--- src/rtl/sram_req_ctrl.sv ---
`default_nettype none
// ============================================================================
// sram_req_ctrl : valid/ready front end for a masked single-port SRAM macro,
//                 with optional zero-fill sweep and a 2-entry response skid.
// Revision 1.0
// ============================================================================
module sram_req_ctrl #(
  parameter int ADDR_W         = 9,
  parameter int DATA_W         = 16,
  parameter int MASK_W         = 8,
  parameter int CLEAR_ON_RESET = 1
) (
  input  logic              clock,
  input  logic              reset_n,
  input  logic              req_valid,
  output logic              req_ready,
  input  logic              req_write,
  input  logic [ADDR_W-1:0] req_addr,
  input  logic [MASK_W-1:0] req_wmask,
  input  logic [DATA_W-1:0] req_wdata,
  output logic              resp_valid,
  input  logic              resp_ready,
  output logic [DATA_W-1:0] resp_rdata,
  output logic              init_done,
  output logic              mem_en,
  output logic              mem_wmode,
  output logic [ADDR_W-1:0] mem_addr,
  output logic [MASK_W-1:0] mem_wmask,
  output logic [DATA_W-1:0] mem_wdata,
  input  logic [DATA_W-1:0] mem_rdata
);

  typedef enum logic [0:0] {
    ST_INIT = 1'b0,
    ST_RUN  = 1'b1
  } state_t;

  localparam state_t RESET_STATE = (CLEAR_ON_RESET != 0) ? ST_INIT : ST_RUN;

  state_t            state;
  state_t            state_next;
  logic [ADDR_W-1:0] clr_cnt;
  logic              rd_pend;
  logic [DATA_W-1:0] fifo_mem [2];
  logic              wr_ptr;
  logic              rd_ptr;
  logic [1:0]        fifo_cnt;
  logic [1:0]        credit;
  logic              fifo_empty;
  logic              fire;
  logic              push;
  logic              pop;

  // Every read in flight (pending in the macro or parked in the FIFO) holds
  // one FIFO slot, so the FIFO can never overflow.
  assign credit     = fifo_cnt + {1'b0, rd_pend};
  assign req_ready  = reset_n && (state == ST_RUN) && (credit < 2'd2);
  assign fire       = req_valid && req_ready;
  assign init_done  = (state == ST_RUN);

  always_ff @(posedge clock or negedge reset_n) begin
    if (!reset_n) begin
      state   <= RESET_STATE;
      clr_cnt <= '0;
    end else begin
      state <= state_next;
      if (state == ST_INIT) begin
        clr_cnt <= clr_cnt + 1'b1;
      end
    end
  end

  always_comb begin
    state_next = state;
    mem_en     = fire;
    mem_wmode  = req_write;
    mem_addr   = req_addr;
    mem_wmask  = req_wmask;
    mem_wdata  = req_wdata;
    case (state)
      ST_INIT: begin
        mem_en    = 1'b1;
        mem_wmode = 1'b1;
        mem_addr  = clr_cnt;
        mem_wmask = '1;
        mem_wdata = '0;
        if (clr_cnt == '1) begin
          state_next = ST_RUN;
        end
      end
      default: ;
    endcase
    // Keep the macro idle while reset is held, even though state sits in INIT.
    if (!reset_n) begin
      mem_en = 1'b0;
    end
  end

  assign fifo_empty = (fifo_cnt == 2'd0);
  assign resp_valid = rd_pend || !fifo_empty;
  assign resp_rdata = fifo_empty ? mem_rdata : fifo_mem[rd_ptr];
  assign push       = rd_pend && !(fifo_empty && resp_ready);
  assign pop        = !fifo_empty && resp_ready;

  always_ff @(posedge clock or negedge reset_n) begin
    if (!reset_n) begin
      rd_pend  <= 1'b0;
      wr_ptr   <= 1'b0;
      rd_ptr   <= 1'b0;
      fifo_cnt <= 2'd0;
    end else begin
      rd_pend <= fire && !req_write;
      if (push) begin
        wr_ptr <= ~wr_ptr;
      end
      if (pop) begin
        rd_ptr <= ~rd_ptr;
      end
      case ({push, pop})
        2'b10:   fifo_cnt <= fifo_cnt + 2'd1;
        2'b01:   fifo_cnt <= fifo_cnt - 2'd1;
        default: fifo_cnt <= fifo_cnt;
      endcase
    end
  end

  always_ff @(posedge clock) begin
    if (push) begin
      fifo_mem[wr_ptr] <= mem_rdata;
    end
  end

`ifndef SYNTHESIS
  a_no_overflow: assert property (@(posedge clock) disable iff (!reset_n)
    !(push && !pop && (fifo_cnt == 2'd2)));
`endif

endmodule
`default_nettype wire

--- config.mk ---
export PLATFORM = sky130hd
export DESIGN_NAME = sram_req_ctrl
export DESIGN_NICKNAME = d
export VERILOG_FILES = /design/src/rtl/sram_req_ctrl.sv
export SDC_FILE = /design/constraint.sdc
export NUM_CORES = 1
export LEC_CHECK = 0
export CAP_MARGIN = 15
export CORE_AREA = 2 2 118 63
export CTS_BUF_LIST = sky130_fd_sc_hd__clkbuf_4
export DETAILED_ROUTE_END_ITERATION = 6
export DIE_AREA = 0 0 120 65
export PLACE_DENSITY_LB_ADDON = 0.15
export SETUP_SLACK_MARGIN = 0.3
export SLEW_MARGIN = 10
export SYNTH_ARGS = -nofsm -noshare
export SYNTH_HDL_FRONTEND = slang
export SYNTH_SLANG_ARGS = --single-unit
--- constraint.sdc ---
create_clock -name clock -period 1.65 [get_ports clock]
set_input_delay 0.33 -clock clock [delete_from_list [all_inputs] [get_ports clock]]
set_output_delay 0.33 -clock clock [all_outputs]
set_load 0.1 [all_outputs]
==> results.yml, run 1 <==
status:
  status: "finished, violations left"
  violations: "negative setup slack"
sta:
  drv_slew: 0
  post-route-period-util: 1.20
  rsz0062_at_grt: "yes"
  period_minus_slack_ns: 1.97
  setup_slack_ns: -0.325
  hold_violations: 0
  slew_headroom: 0.783
  setup_violations: 90
  fmax_mhz: 506
  hold_ws_ns: 0.361
  worst_pin_slew_ns: 0.317
  finalClockSkew_ns: 0.0191
detailed_routing:
  top_layer: "met4"
  vias_per_cell: 4.56
  drt_pass1_iterations: 4
  wl_met3_um: 345
  drt-met1-wl_um: 3510
  dr_wl_met2_um: 3310
  wl_um: 7220
  drt_iter0_drc: 57
  num_vias: 1936
  wire_per_inst_um: 17.0
  drc: 0
  antenna_left: 0
clock_network:
  cts_buffer_depth: 2
  cts_tree: "yes"
  clk_pin_slew_worst_paths_ns: 0.15
  cts.sinks: 47
  clockRootBuffer: "clkbuf_4"
  cts_buffers: 5
  clk_latency_ns: 0.37
  htree_levels: 2
power_and_ir_drop:
  power_density_nw_per_um2: 451
  sequentialPowerShare: 0.540
  clkPwrFrac: 0.243
  combPwrFrac: 0.216
  p_leak_nw: 2.00
  swShare: 0.281
  p_switching_mw: 0.656
  intPower_mw: 1.68
  peakVddDrop_v: 0.000343
synth:
  yosysWarnings: 0
  synth.area.top_cells: "edfxtp_1 (42%), dfrtp_1 (16%), mux2i_1 (7.0%), mux2_2 (5.4%), and2_1 (4.4%)"
  synth_largest_area_cell: "edfxtp_1"
  yosysTopAreaCellShare: 0.420
  yosysMostFrequentCell: "edfxtp_1"
  synth_flop_cell: "edfxtp_1"
  ys_seq_area_frac: 0.585
  synth-edff-count: 32
  synth_common_cells: "edfxtp_1 (32), nor2_1 (22), a21oi_1 (16), and2_1 (16), mux2i_1 (16)"
  yosysUniqueCellTypes: 29
  syn_avg_cell_area_um2: 12.4
  syn_inst: 185
  synth.cell_area_um2: 2290
  yosys_register_bits: 47
  syn_nets: 242
  async_reset_ff_frac: 0.319
grt:
  grt_usage: 0.182
  grt_pass1_vias: 1976
  grt_pass1_wl_um: 10700
  antenna_found_initial: 0
  grt.overflow.total: 0
  grt_max_degree: 17
floorplanning:
  die-area_um2: 7800
  ios: 108
  rows: 22
  core_um2: 6910
  dieWidth_um: 120
  start_util: 0.331
  die_h_um: 65
finish:
  diodes: 0
  area_delta_synth_final_pct: 126
  num-nets-final: 385
  fin_area_um2: 5170
  drive_above_1_share: 0.620
critical_path:
  crit_path_max_incr_delay_ns: 0.41
  crit_path_frequent_cell: "buf_12"
  cp.arrival_ns: 1.64
  cp-end-kind: "output port"
  worst_setup_path_start_kind: "flop"
  cp_slowest_cell: "dfrtp_1"
  crit_chain: "or2_4 > buf_12 > a21oi_4 > buf_12"
  critPathMaxFanout: 12
  required_ns: 1.32
  path_class: "reg2out"
placed_design:
  dp_hpwl_um: 4720
  place_area_um2: 4460
  place.gp.congestion: 0.766
  port_buffers: 107
job:
  maxCapViolCount: 0
worst_hold_path:
  hold_path_class: "in2async"
[path summary, 6_finish.rpt]
| check | endpoint | from | slack (ns) | depth (start not counted) |
|---|---|---|---|---|
| min in group clock | clr_cnt[4]$_DFFE_PN0N_ | clr_cnt[4]$_DFFE_PN0N_ | 0.54 | 1 |
| worst max register to register | fifo_cnt[1]$_DFFE_PN0P_ | fifo_cnt[1]$_DFFE_PN0P_ | -0.31 | 10 |
| worst min-delay path | rd_pend$_DFF_PN0_ | reset_n | 0.36 | 2 |
| worst max-delay path | resp_rdata[10] | fifo_cnt[1]$_DFFE_PN0P_ | -0.32 | 4 |
| worst min register to register | clr_cnt[4]$_DFFE_PN0N_ | clr_cnt[4]$_DFFE_PN0N_ | 0.54 | 1 |
| max in group asynchronous | clr_cnt[3]$_DFFE_PN0N_ | reset_n | 1.10 | 2 |
[registers in the layout, indices dropped and copies added (netlist names)]
register	flops
clr_cnt	9
fifo_cnt	2
fifo_mem	32
init_done	1
rd_pend	1
rd_ptr	1
wr_ptr	1
[through the flow]
stage / setup TNS (ns) / util / cells / worst slack (ns) / total power, mW
floorplan: -2.90 / - / 185 / -0.176 / 1.51
global placement: -3.32 / 0.645 / 391 / -0.109 / 1.76
detailed placement: -4.20 / 0.645 / 391 / -0.138 / 1.77
CTS: -20.32 / 0.722 / 419 / -0.312 / 2.33
global route: -23.49 / 0.748 / 425 / -0.385 / 2.39
finish: -21.03 / 0.748 / 425 / -0.325 / 2.33
[layer usage]
layer  track usage  vias up
met5             0        -
met4        0.0426        0
met3        0.0431        5
met2         0.266       50
met1         0.272      946
li1              -      935
[power groups by stage]
stage	clock, mW	sequential (mW)	combinational [mW]
2_1_floorplan	0	1.29	0.224
3_3_place_gp	0	1.29	0.474
3_5_place_dp	0	1.29	0.480
4_1_cts	0.572	1.26	0.496
5_1_grt	0.609	1.26	0.523
6_report	0.567	1.26	0.505
[critical path, delay by kind of cell (launching register included)]
kind / cells / cell delay (ns)
simple gates: 1 / 0.31
flops: 1 / 0.41
compound gates: 1 / 0.17
buf+inv: 2 / 0.37
[cell families (layout without fill, tap and decap cells)]
group	after synthesis	after routing	share of synthesized area
and+or+nand+nor	64	64	0.149
DFF	47	47	0.585
muxes	27	27	0.124
AOI/OAI and AO/OA	18	18	0.0449
xor gates and xnor gates	13	13	0.0498
buffers and inverters	13	157	0.0306
adders and majority gates	3	3	0.0164
[area by class of cell]
cell class,instances,area [um^2]
repair buffers,146,2130
fillers,431,1740
multi-input cells,125,1510
flip-flops and latches,47,1340
well taps,96,120
clock buffers,5,37.5
clock inverters,3,23.8
inverters,3,11.3
[layout by cell type, fill, tap and decap left out, drive strengths merged, types with 5 or more instances in the layout]
cell type      netlist  routed
a21oi               16      16
mux2                11      11
nand2                5       5
nor2                22      22
xnor2               10      10
dfrtp               15      15
clkdlybuf4s50        0      53
mux2i               16      16
nand2b              10      10
clkbuf               2       6
and2                17      17
buf                  8      92
edfxtp              32      32
[timing repair]
item                                    4_1_cts  5_1_grt
setup buffers                                18        5
hold buffers                                  0        0
pin swaps                                    14       19
cloned                                        2        1
resized for setup                            61       28
endpoints found under the setup margin       93       97
No activity file was read; power rests on OpenSTA's default activity.
==> inputs of run 2 (changes only) <==
Settings changed: CORE_AREA 2 2 118 63 to 2 2 81 90, DIE_AREA 0 0 120 65 to 0 0 83 92.
Clock period 1.65 ns to 1.7 ns, I/O delays scaled along.
==> run 2 against run 1 <==
Effect of this change:
- flip-flop and latch count is the same
- setup slack improved by 0.064 ns
- wire length decreased by 7.7%
- first-iteration DRC count decreased by 47%
- die area decreased by 2.1%
- critical endpoint is now resp_rdata[12]
- sequential share of layout area fell by 0.71 points
- global-route usage is 0.54 points lower
- the run still ends with negative setup slack left
- clock power increased by 44%
- total power grew 7.9%
==> results.yml, run 2 (synthesized netlist as in run 1, its figures left out) <==
sta:
  post-route-period-util: 1.15
  period_minus_slack_ns: 1.96
  drv_slew: 0
  setup_slack_ns: -0.261
  fmax_mhz: 510
  worst_pin_slew_ns: 0.287
  slew_headroom: 0.803
  hold_ws_ns: 0.464
  hold_violations: 0
  setup_violations: 87
  rsz0062_at_grt: "yes"
  finalClockSkew_ns: 0.00749
finish:
  area_delta_synth_final_pct: 132
  drive_above_1_share: 0.617
  layout_commonest_cell: "buf_12"
  regMostFlops: "fifo_mem"
  fillers: 427
  reg_top3: "fifo_mem x32, clr_cnt x9, fifo_cnt x2"
  num-nets-final: 388
  largest_reg_flops: 32
  fin_area_um2: 5300
  layout_common_cells: "buf_12 (63), clkdlybuf4s50_1 (53), edfxtp_1 (32)"
  diodes: 0
  post-route-util: 0.774
critical_path:
  cp-end-kind: "output port"
  required_ns: 1.36
  worst_setup_path_start_kind: "flop"
  cp.arrival_ns: 1.62
  critPathMaxFanout: 14
  crit_path_max_incr_delay_ns: 0.40
  cp_slowest_cell: "dfrtp_1"
  crit_chain: "or2_4 > buf_16 > a21oi_4 > buf_12"
  path_class: "reg2out"
placed_design:
  dp_hpwl_um: 4290
  port_buffers: 107
  place.gp.congestion: 0.716
  place_area_um2: 4450
clock_network:
  htree_levels: 2
  cts-hold-fix-buffers: 0
  clk_pin_slew_worst_paths_ns: 0.13
  cts_buffer_depth: 2
  clockRootBuffer: "clkbuf_4"
  cts_tree: "yes"
  cts_buffers: 5
  clk_latency_ns: 0.35
  cts.sinks: 47
status:
  status: "finished, violations left"
  violations: "negative setup slack"
power_and_ir_drop:
  peakVddDrop_v: 0.000476
  power_density_nw_per_um2: 475
  p_leak_nw: 2.09
  total_power_mw: 2.52
floorplanning:
  rows: 32
  die-area_um2: 7640
  dieWidth_um: 83
  core_um2: 6850
  start_util: 0.334
  die_h_um: 92
  ios: 108
detailed_routing:
  vias_per_cell: 4.75
  num_vias: 1980
  drc: 0
  antenna_left: 0
  wl_um: 6670
  drt_pass1_iterations: 4
  wire_per_inst_um: 16.0
  drt_iter0_drc: 30
grt:
  grt_max_degree: 17
  grt_usage: 0.177
  antenna_found_initial: 0
  grt.overflow.total: 0
  grt_pass1_wl_um: 10700
  grt_pass1_vias: 2193
worst_hold_path:
  hold_path_class: "in2async"
job:
  maxCapViolCount: 0
==> run 2: metrics by stage <==
| step | setup slack, ns | setup TNS (ns) | std cells |
|---|---|---|---|
| after floorplan | -0.136 | -2.17 | 185 |
| after global placement | -0.0486 | -1.59 | 377 |
| after detailed placement | -0.101 | -1.77 | 377 |
| after CTS | -0.254 | -10.40 | 406 |
| after global routing | -0.331 | -15.60 | 417 |
| final | -0.261 | -10.63 | 417 |
==> run 2: cell type report <==
class	count	area, um^2	area share
multi-input cells	125	1510	0.285
clock buffers	6	45.0	0.00850
inverters	3	11.3	0.00212
repair buffers	149	2230	0.421
well taps	85	106	0.0201
clock inverters	2	60.1	0.0113
flip-flops and latches	47	1340	0.253
==> run 2: worst max-delay path: cells and delay by family (launching register included) <==
kind            cells  cell delay (ns)
compound gates      1             0.17
buf+inv             2             0.39
flops               1             0.40
simple gates        1             0.31
==> run 2: power by group <==
group | total, mW | switching (mW) | internal, mW
clock | 0.815 | 0.340 | 0.475
combinational | 0.479 | 0.247 | 0.232
sequential | 1.22 | 0 | 1.22
total | 2.52 | 0.587 | 1.93
==> run 2: path summary, 6_finish.rpt <==
check	cells after the start	from	slack, ns	to
min in group clock	1	clr_cnt[7]$_DFFE_PN0N_	0.54	clr_cnt[7]$_DFFE_PN0N_
max in group asynchronous	2	reset_n	1.04	init_done$_DFF_PN0_
min reg2reg	1	clr_cnt[7]$_DFFE_PN0N_	0.54	clr_cnt[7]$_DFFE_PN0N_
min	2	reset_n	0.46	clr_cnt[6]$_DFFE_PN0N_
max	4	fifo_cnt[0]$_DFFE_PN0P_	-0.26	resp_rdata[12]
max reg2reg	8	fifo_cnt[0]$_DFFE_PN0P_	-0.06	fifo_cnt[1]$_DFFE_PN0P_
==> run 2: repair_timing <==
action	in CTS	in global routing
cloned	5	0
gates resized for setup	70	23
endpoints found under the setup margin	92	97
buffers inserted	16	11
pin swaps	17	14
==> run 2: per-layer routing <==
metal  GRT usage  part of all wire  vias to the layer above
met2       0.328              0.56                       76
met3      0.0630             0.073                        7
met4      0.0314             0.011                        0
met1       0.197              0.36                      961
li1            -                 -                      936
met5           0                 0                        -
